===== src/rtl/mdu_pkg.sv =====
// Shared op codes, FSM states and op-classification helpers for the iterative M-extension unit.
package mdu_pkg;

  localparam int OPW = 4;

  typedef enum logic [OPW-1:0] {
    OP_MUL    = 4'd0,
    OP_MULH   = 4'd1,
    OP_MULHSU = 4'd2,
    OP_MULHU  = 4'd3,
    OP_MULW   = 4'd4,
    OP_DIV    = 4'd5,
    OP_DIVU   = 4'd6,
    OP_REM    = 4'd7,
    OP_REMU   = 4'd8,
    OP_DIVW   = 4'd9,
    OP_DIVUW  = 4'd10,
    OP_REMW   = 4'd11,
    OP_REMUW  = 4'd12
  } mdu_op_e;

  typedef enum logic [2:0] {
    S_IDLE,
    S_CHECK,
    S_MUL,
    S_DIV,
    S_FIX,
    S_DONE
  } mdu_state_e;

  function automatic logic is_div(input mdu_op_e op);
    return op inside {OP_DIV, OP_DIVU, OP_REM, OP_REMU, OP_DIVW, OP_DIVUW, OP_REMW, OP_REMUW};
  endfunction

  function automatic logic is_rem(input mdu_op_e op);
    return op inside {OP_REM, OP_REMU, OP_REMW, OP_REMUW};
  endfunction

  function automatic logic is_mulh(input mdu_op_e op);
    return op inside {OP_MULH, OP_MULHSU, OP_MULHU};
  endfunction

  // MUL/MULW use signed magnitudes so the word form fits in 32 iterations.
  function automatic logic is_signed_a(input mdu_op_e op);
    return op inside {OP_MUL, OP_MULH, OP_MULHSU, OP_MULW, OP_DIV, OP_REM, OP_DIVW, OP_REMW};
  endfunction

  function automatic logic is_signed_b(input mdu_op_e op);
    return op inside {OP_MUL, OP_MULH, OP_MULW, OP_DIV, OP_REM, OP_DIVW, OP_REMW};
  endfunction

  function automatic logic is_word(input mdu_op_e op);
    return op inside {OP_MULW, OP_DIVW, OP_DIVUW, OP_REMW, OP_REMUW};
  endfunction

endpackage


===== src/rtl/mdu_sign_fix.sv =====
// Conditional two's-complement negate: y = neg ? ~x + cin : x. With cin=1 this is abs()/negate;
// cin lets the high half of a double-width negation take the carry out of the low half.
module mdu_sign_fix #(
  parameter int W = 64
) (
  input  logic [W-1:0] x_i,
  input  logic         neg_i,
  input  logic         cin_i,
  output logic [W-1:0] y_o
);

  assign y_o = neg_i ? (~x_i + {{(W-1){1'b0}}, cin_i}) : x_i;

endmodule


===== src/rtl/mdu_iter.sv =====
// Iterative RV M-extension unit: shift-add multiplier and restoring radix-2 divider.
// Optional MDU_EARLY_OUT_EN ends MUL early and skips leading dividend zeros in DIV.
module mdu_iter
  import mdu_pkg::*;
#(
  parameter int XLEN = 64,
  parameter int OPW  = mdu_pkg::OPW
) (
  input  logic            clk,
  input  logic            rst_n,
  input  logic            flush,
  input  logic            in_valid,
  output logic            in_ready,
  input  logic [OPW-1:0]  in_op,
  input  logic [XLEN-1:0] in_a,
  input  logic [XLEN-1:0] in_b,
  output logic            out_valid,
  input  logic            out_ready,
  output logic [XLEN-1:0] out_result
);

  localparam int CW = $clog2(XLEN + 1);
  localparam logic [XLEN-1:0] MIN_X = {1'b1, {(XLEN-1){1'b0}}};

  function automatic logic [XLEN-1:0] ext32(input logic [XLEN-1:0] v, input logic s);
    logic [XLEN-1:0] r;
    for (int unsigned i = 0; i < XLEN; i++) r[i] = (i < 32) ? v[i] : (s & v[31]);
    return r;
  endfunction

`ifdef MDU_EARLY_OUT_EN
  function automatic logic [CW-1:0] lead_zeros(input logic [XLEN-1:0] v, input logic [CW-1:0] n);
    logic [CW-1:0] c;
    logic          found;
    c     = '0;
    found = 1'b0;
    for (int unsigned i = 0; i < XLEN; i++) begin
      if ((XLEN - 1 - i) < n && !found) begin
        if (v[XLEN-1-i]) found = 1'b1;
        else             c     = c + CW'(1);
      end
    end
    return c;
  endfunction
`endif

  mdu_state_e        state_q, state_d;
  mdu_op_e           op_q, op_d, op_in;
  logic [XLEN-1:0]   a_q, a_d, b_q, b_d, mplier_q, mplier_d, res_q, res_d;
  logic [2*XLEN-1:0] mcand_q, mcand_d, acc_q, acc_d;
  logic [CW-1:0]     cnt_q, cnt_d;

  logic              accept, word_in, word_q, sa, sb, b_zero, ovf, mul_last;
  logic [XLEN-1:0]   a_ext, b_ext, a_abs, b_abs, min_w, spec_raw, spec_res;
  logic [CW-1:0]     nbits, lz, div_cnt;
  logic [2*XLEN-1:0] div_init, div_next;
  logic [XLEN:0]     div_diff;
  logic [XLEN-1:0]   fix_x, fix_y, fix_res;
  logic              fix_neg, fix_cin;

  assign op_in    = (in_op > OPW'(OP_REMUW)) ? OP_MUL : mdu_op_e'(in_op);
  assign in_ready = (state_q == S_IDLE);
  assign accept   = in_valid && in_ready && !flush;

  assign word_in = (XLEN == 64) && is_word(op_in);
  assign word_q  = (XLEN == 64) && is_word(op_q);
  assign a_ext   = word_in ? ext32(in_a, is_signed_a(op_in)) : in_a;
  assign b_ext   = word_in ? ext32(in_b, is_signed_b(op_in)) : in_b;

  assign sa = is_signed_a(op_q) && a_q[XLEN-1];
  assign sb = is_signed_b(op_q) && b_q[XLEN-1];

  mdu_sign_fix #(.W(XLEN)) u_abs_a (.x_i(a_q), .neg_i(sa), .cin_i(1'b1), .y_o(a_abs));
  mdu_sign_fix #(.W(XLEN)) u_abs_b (.x_i(b_q), .neg_i(sb), .cin_i(1'b1), .y_o(b_abs));

  assign nbits    = word_q ? CW'(32) : CW'(XLEN);
  assign b_zero   = (b_q == '0);
  assign min_w    = word_q ? ext32(XLEN'(32'h8000_0000), 1'b1) : MIN_X;
  assign ovf      = is_div(op_q) && is_signed_b(op_q) && (a_q == min_w) && (b_q == '1);
  assign spec_raw = is_rem(op_q) ? (b_zero ? a_q : '0) : (b_zero ? '1 : a_q);
  assign spec_res = word_q ? ext32(spec_raw, 1'b1) : spec_raw;

`ifdef MDU_EARLY_OUT_EN
  assign lz       = lead_zeros(a_abs, nbits);
  assign mul_last = (cnt_q == CW'(1)) || (mplier_q[XLEN-1:1] == '0);
`else
  assign lz       = '0;
  assign mul_last = (cnt_q == CW'(1));
`endif

  // Dividend is left-aligned in the low half so word ops finish in 32 steps.
  assign div_cnt  = nbits - lz;
  assign div_init = {{XLEN{1'b0}}, a_abs << (CW'(XLEN) - nbits + lz)};
  assign div_diff = acc_q[2*XLEN-1:XLEN-1] - {1'b0, mcand_q[XLEN-1:0]};
  assign div_next = div_diff[XLEN] ? {acc_q[2*XLEN-2:0], 1'b0}
                                   : {div_diff[XLEN-1:0], acc_q[XLEN-2:0], 1'b1};

  // High half of a negated product needs the carry out of the (all-zero) low half.
  assign fix_x   = (is_rem(op_q) || is_mulh(op_q)) ? acc_q[2*XLEN-1:XLEN] : acc_q[XLEN-1:0];
  assign fix_neg = is_rem(op_q) ? sa : (sa ^ sb);
  assign fix_cin = is_mulh(op_q) ? (acc_q[XLEN-1:0] == '0) : 1'b1;

  mdu_sign_fix #(.W(XLEN)) u_fix (.x_i(fix_x), .neg_i(fix_neg), .cin_i(fix_cin), .y_o(fix_y));

  assign fix_res = word_q ? ext32(fix_y, 1'b1) : fix_y;

  always_comb begin
    state_d  = state_q;
    op_d     = op_q;
    a_d      = a_q;
    b_d      = b_q;
    mcand_d  = mcand_q;
    mplier_d = mplier_q;
    acc_d    = acc_q;
    cnt_d    = cnt_q;
    res_d    = res_q;
    case (state_q)
      S_IDLE: begin
        if (accept) begin
          op_d    = op_in;
          a_d     = a_ext;
          b_d     = b_ext;
          state_d = S_CHECK;
        end
      end
      S_CHECK: begin
        if (is_div(op_q) && (b_zero || ovf)) begin
          res_d   = spec_res;
          state_d = S_DONE;
        end else if (is_div(op_q)) begin
          mcand_d = {{XLEN{1'b0}}, b_abs};
          acc_d   = div_init;
          cnt_d   = div_cnt;
          state_d = S_DIV;
`ifdef MDU_EARLY_OUT_EN
          if (div_cnt == '0) state_d = S_FIX;
`endif
        end else begin
          mcand_d  = {{XLEN{1'b0}}, a_abs};
          mplier_d = b_abs;
          acc_d    = '0;
          cnt_d    = nbits;
          state_d  = S_MUL;
`ifdef MDU_EARLY_OUT_EN
          if (b_abs == '0) state_d = S_FIX;
`endif
        end
      end
      S_MUL: begin
        if (mplier_q[0]) acc_d = acc_q + mcand_q;
        mcand_d  = mcand_q << 1;
        mplier_d = mplier_q >> 1;
        cnt_d    = cnt_q - CW'(1);
        if (mul_last) state_d = S_FIX;
      end
      S_DIV: begin
        acc_d = div_next;
        cnt_d = cnt_q - CW'(1);
        if (cnt_q == CW'(1)) state_d = S_FIX;
      end
      S_FIX: begin
        res_d   = fix_res;
        state_d = S_DONE;
      end
      S_DONE: begin
        if (out_ready) state_d = S_IDLE;
      end
      default: state_d = S_IDLE;
    endcase
    if (flush) state_d = S_IDLE;
  end

  always_ff @(posedge clk or negedge rst_n) begin
    if (!rst_n) begin
      state_q  <= S_IDLE;
      op_q     <= OP_MUL;
      a_q      <= '0;
      b_q      <= '0;
      mcand_q  <= '0;
      mplier_q <= '0;
      acc_q    <= '0;
      cnt_q    <= '0;
      res_q    <= '0;
    end else begin
      state_q  <= state_d;
      op_q     <= op_d;
      a_q      <= a_d;
      b_q      <= b_d;
      mcand_q  <= mcand_d;
      mplier_q <= mplier_d;
      acc_q    <= acc_d;
      cnt_q    <= cnt_d;
      res_q    <= res_d;
    end
  end

  assign out_valid  = (state_q == S_DONE);
  assign out_result = res_q;

endmodule


===== config.mk =====
export PLATFORM = sky130hd
export DESIGN_NAME = mdu_iter
export DESIGN_NICKNAME = d
export VERILOG_FILES = /design/src/rtl/mdu_pkg.sv /design/src/rtl/mdu_sign_fix.sv /design/src/rtl/mdu_iter.sv
export SDC_FILE = /design/constraint.sdc
export NUM_CORES = 2
export LEC_CHECK = 0
export CAP_MARGIN = 20
export CORE_MARGIN = 2
export CORE_UTILIZATION = 46
export DETAILED_ROUTE_END_ITERATION = 7
export GPL_TIMING_DRIVEN = 0
export HOLD_SLACK_MARGIN = 0.02
export PLACE_DENSITY_LB_ADDON = 0.3
export SLEW_MARGIN = 10
export SYNTH_ARGS = -nofsm -noshare
export SYNTH_HDL_FRONTEND = slang
export SYNTH_SLANG_ARGS = --single-unit

===== constraint.sdc =====
create_clock -name clk -period 10.2 [get_ports clk]
set_input_delay 3.06 -clock clk [delete_from_list [all_inputs] [get_ports clk]]
set_output_delay 3.06 -clock clk [all_outputs]
set_load 0.1 [all_outputs]

# == Word level (Yosys, flattened, before mapping) ==
# Cells that the tools add are included.
# word_totals
word_cells,135
output_inout_bits,66
reg_bits,526
in_bits,137
# classes
n_mux,38
addsub,7
shifts,1
n_lt_le_gt_ge,1
reduce_logical,37
n_eq_ne,36
bitwise_logic,6
# ops
op,n
$mux 64,16
$mux 128,4
$pmux 128 s3,1
$pmux 128 s2,1
$pmux 64 s2,2
$not 64->64,3
$add 128x128->128,1
$add 64x1->64 const B,2
$logic_not 64->1,2
$sub 65x64->65,1
$add 64x1->64,1
$eq 64x64->1,1
$eq 64x64->1 const B,1
$shl 64x7->64,1
$mux 63,1
$eq 4x4->1 const B,9
$eq 4x3->1 const B,7
$reduce_bool 8->1,3
$mux 3,5
$pmux 3 s5,1
$mux 7,2
$pmux 7 s2,1
$reduce_bool 7->1,2
$eq 4x2->1 const B,3
27 further kinds,55

# == Longest topological paths before layout ==
# logic_depth
depth_word,11
ltp_mapped,20
mapped_depth_nobuf,15

# == Cells and area by module ==
# From an unflattened synthesis, not the netlist that was laid out.
# hier_totals
hier_cells,5409
hier_area_um2,42781.0
# modules_own_cells
module,seq_area_each_um2,instances,area_per_inst_um2,cells_per_inst
mdu_iter,13162.6,1,37702.4,4680
mdu_sign_fix,0.0,3,1692.9,243

# == Worst setup path after synthesis ==
# No wires, ideal clock.
# synth_timing
path_type,flip-flop to output port
start,register state_q[1]
end,output in_ready
required_time_ps,7140
n_path_buf,1
setup_slack_ps,4354
path_stages_with_launch,3
arrival_time_ps,2786
cell_sequence,dfrtp_1 -> clkbuf_1 -> nor3_1
# synth_between
elab_chain_len,1
# synth_rtl
element,line_no,source
"start, declared",mdu_iter.sv:47,"mdu_state_e state_q, state_d;"
"start signal, assigned",mdu_iter.sv:185,state_q <= state_d;
$logic_not 3->1,mdu_iter.sv:62,assign in_ready = (state_q == S_IDLE);
"end, declared",mdu_iter.sv:13,"output logic in_ready,"
# Every way passes these cells.

# == Worst setup path in the final report ==
# layout_timing
start,register state_q[0]
end,output out_valid
# layout_between
elab_chain_len,1
# layout_rtl
element,line_no,source
$eq 3x3->1,mdu_iter.sv:197,assign out_valid = (state_q == S_DONE);
"end, declared",mdu_iter.sv:17,"output logic out_valid,"
# Every way passes these cells.

==> flow_summary.yaml <==
outcome:
  status: "finished clean"
pwr:
  p_clk_frac: 0.129
  switching_power_uw: 12400
  power_density_mw_per_mm2: 409
  p_leak_uw: 0.0209
  cellInternalPower_uw: 8180
  switching_share: 0.603
  ir_worst_vdd_uv: 269
  p_seq_frac: 0.194
  p_total_uw: 20600
  comb_power_share: 0.677
synth:
  synthArstFlopShare: 1.00
  yosys_register_bits: 526
  synthCells: 5815
  yosysUniqueCellTypes: 89
  syn_avg_cell_area_um2: 7.55
  synth_nets: 6152
  yosysWarnings: 0
  synth_seq_area_share: 0.300
  synth_area_mm2: 0.0439
  synth_edf_count: 0
  synth_ff_type: "dfrtp_1"
cts:
  clockRootBuffer: "clkbuf_16"
  clk-insertion-delay-late_ns: 0.70
  post_cts_resized: 0
  clk_pin_slew_worst_paths_ns: 0.06
  cts_hold_buffers: 0
  clock_sinks: 526
  h-tree-depth: 3
  clockBufferDepth: 3
  cts_buffers: 68
  cts_setup_buffers: 0
  cts_tree: "done"
worst_setup_path:
  cp-start-kind: "flip-flop"
  worstSetupStartpoint: "state_q[0]$_DFFE_PN0P_"
  r2r-start: "op_q[0]$_DFFE_PN0P_"
  critical_path.slowest_cell: "clkdlybuf4s50_1"
  crit_path_end_kind: "output port"
  critPathMaxStageDelay_ns: 1.17
  timing.rr.end: "out_result[45]$_DFFE_PN0P_"
  critPathArrivalTime_ns: 5.24
  endpoint: "out_valid"
  r2r_cells: 17
  crit_type: "flip-flop to output port"
  rrSetupSlack_ns: 2.34
  cp.required_ns: 7.14
  path_cells: "clkbuf_1 -> clkbuf_1 -> buf_1 -> buf_1 -> and3_1 -> clkdlybuf4s50_1"
  crit_fanout: 10
finish:
  fin_nets: 6454
  layout-drive-gt1-share: 0.0467
  synthToLayoutAreaGrowth_pct: 14.8
  stdcell_area_mm2: 0.0504
grt:
  grt_pass1_vias: 46753
  antenna_found_initial: 15
  grt_max_degree: 101
  grt_overflow: 0
  grt.total_usage: 0.474
  grt_pass1_wl_um: 336000
drt:
  wl_um: 238000
  drc_errors: 0
  routed_via_density: 6.69
  dr.pass1.iters: 6
  dr.first_iter.drc_count: 6463
  vias: 49777
  wl_per_cell_um: 32.0
  postRouteAntennaNets: 0
sta:
  hold_slack_ns: 0.473
  fin_ws_ns: 1.90
  setup_viol: 0
  fin_skew_ns: 0.0490
  max_slew_margin: 0.0738
  drv_slew: 0
  fin_setup_tns_ns: 0
  worst_pin_slew_ns: 1.38
  grt_setup_unrepaired: "false"
  fin_crit_ns: 8.30
  fin_crit_sh: 0.813
  finalHoldViolations: 0
  fmax_mhz: 121
floorplanning:
  die_h_um: 313
  initial_core_util: 0.463
  num_rows: 113
  dieArea_mm2: 0.0979
  design.core.area_mm2: 0.0947
  io-pin-count: 203
  fp.dieW_um: 313
run:
  drv_cap: 0
place:
  pre_cts_slack_ns: 2.80
  dpl_cell_area_mm2: 0.0479
  io_buffers: 202
  routabilityCongestion: 1.12
  dp_hpwl_um: 192000
worst_hold_path:
  min_path_type: "flip-flop to flip-flop"
power groups by stage:
stage / logic (µW) / registers (µW) / clock network, µW
6_report: 14000 / 3990 / 2670
5_1_grt: 14400 / 4010 / 2730
4_1_cts: 13200 / 3910 / 2660
3_5_place_dp: 13200 / 3940 / 0
3_3_place_gp: 13000 / 3940 / 0
2_1_floorplan: 7300 / 4280 / 0
sequential cells by signal, summed over array words and instances (netlist names):
signal	cells
a_q	64
op_q	4
mcand_q	128
acc_q	128
cnt_q	7
mplier_q	64
state_q	3
b_q	64
out_result	64
logic make-up after synthesis:
family,count (synthesis),share of synthesized area
and+or+nand+nor,2037,0.209
AOI/OAI and AO/OA,1979,0.276
muxes,158,0.0370
DFF,526,0.300
xor gates and xnor gates,352,0.0702
adders and majority gates,200,0.0573
buffers and inverters,563,0.0506
placed cells by master, fill, tap and decap left out, types with 30 or more instances in the layout:
| cell | Yosys | layout |
|---|---|---|
| buf_1 | 30 | 30 |
| ha_1 | 198 | 198 |
| mux2i_1 | 124 | 124 |
| a21oi_1 | 604 | 604 |
| a221oi_1 | 32 | 32 |
| nand2_1 | 919 | 919 |
| clkdlybuf4s50_1 | 0 | 201 |
| or3_1 | 58 | 58 |
| a31oi_1 | 62 | 62 |
| nor3_1 | 97 | 97 |
| o21a_1 | 31 | 31 |
| clkbuf_1 | 322 | 334 |
| xnor2_1 | 205 | 203 |
| xor2_1 | 147 | 143 |
| inv_1 | 150 | 150 |
| nor4_1 | 62 | 61 |
| mux2_2 | 34 | 34 |
| a22oi_1 | 59 | 59 |
| nand3_1 | 80 | 80 |
| a21o_1 | 97 | 97 |
| and3_1 | 32 | 32 |
| nand4_1 | 142 | 142 |
| o21bai_1 | 56 | 56 |
| o21ai_0 | 573 | 573 |
| clkbuf_16 | 0 | 68 |
| buf_2 | 54 | 57 |
| o31ai_1 | 39 | 39 |
| nor2_1 | 486 | 486 |
| a211oi_1 | 129 | 129 |
| o221ai_1 | 32 | 32 |
| dfrtp_1 | 526 | 526 |
| o211ai_1 | 90 | 90 |
worst max-delay path: cells and delay by family (launching register included):
kind                   cells  cell delay, ns
flip-flops                 1            0.33
buffers and inverters      5            3.80
AND/OR/NAND/NOR            1            0.41
cell usage after synthesis (all sizes together) (11+ instances only):
cell type  count  share of area
nand2        920          0.079
mux2i        124          0.028
nor2         489          0.042
xor2         147          0.029
o211ai        90          0.015
or2           17         0.0024
a21o          97          0.017
o22ai         14         0.0020
and4          11         0.0022
nand2b        25         0.0036
mux2          34         0.0087
and2          24         0.0034
o21a          31         0.0053
nand3         80         0.0091
nor4          65         0.0099
nand4        142          0.020
a221oi        32         0.0064
a21boi        19         0.0032
o21bai        56         0.0096
clkbuf       322          0.028
nor2b         21         0.0030
and3          32         0.0046
o221ai        32         0.0064
buf           91          0.010
or4           26         0.0046
dfrtp        526           0.30
ha           198          0.056
or3           58         0.0083
a222oi        13         0.0030
inv          150          0.013
a21oi        605          0.069
o2bb2ai       19         0.0038
o41ai         25         0.0050
a22oi         59          0.010
nor3          98          0.011
o21ai        582          0.066
a211oi       129          0.022
xnor2        205          0.041
o31ai         40         0.0072
a221o         12         0.0027
a31oi         62         0.0088
metrics by stage:
step                       util  cells
after floorplan               -   5815
after global placement    0.502   7282
after detailed placement  0.505   7304
after CTS                 0.531   7426
after global routing      0.532   7434
final                     0.532   7439
final cells by class:
class | instances | area (µm²)
Antenna cell | 5 | 12.5
Buffer | 413 | 1660
Clock buffer | 92 | 1890
Clock inverter | 30 | 509
Fill cell | 9399 | 44300
Inverter | 150 | 563
Multi-Input combinational cell | 4726 | 28600
Sequential cell | 526 | 13200
Tap cell | 1265 | 1580
Timing Repair Buffer | 232 | 2440
per-layer routing:
metal  share of wire  up-vias  GRT usage
met4           0.099       14      0.378
met5         0.00039        -          0
li1                -    21713          -
met3            0.10      824      0.114
met2            0.42     3163      0.703
met1            0.38    24063      0.589
worst min path at each step:
stage	startpoint	to	slack (ns)	depth (start not counted)
floorplan	mplier_q[11]$_DFFE_PN0P_	mplier_q[10]$_DFFE_PN0P_	0.45	2
global placement	mplier_q[36]$_DFFE_PN0P_	mplier_q[35]$_DFFE_PN0P_	0.46	2
detailed placement	mplier_q[17]$_DFFE_PN0P_	mplier_q[16]$_DFFE_PN0P_	0.46	2
CTS	mplier_q[52]$_DFFE_PN0P_	mplier_q[51]$_DFFE_PN0P_	0.47	2
global route	mplier_q[17]$_DFFE_PN0P_	mplier_q[16]$_DFFE_PN0P_	0.50	2
finish	mplier_q[47]$_DFFE_PN0P_	mplier_q[46]$_DFFE_PN0P_	0.47	2
Note: power is estimated with default switching activity, not from simulation.
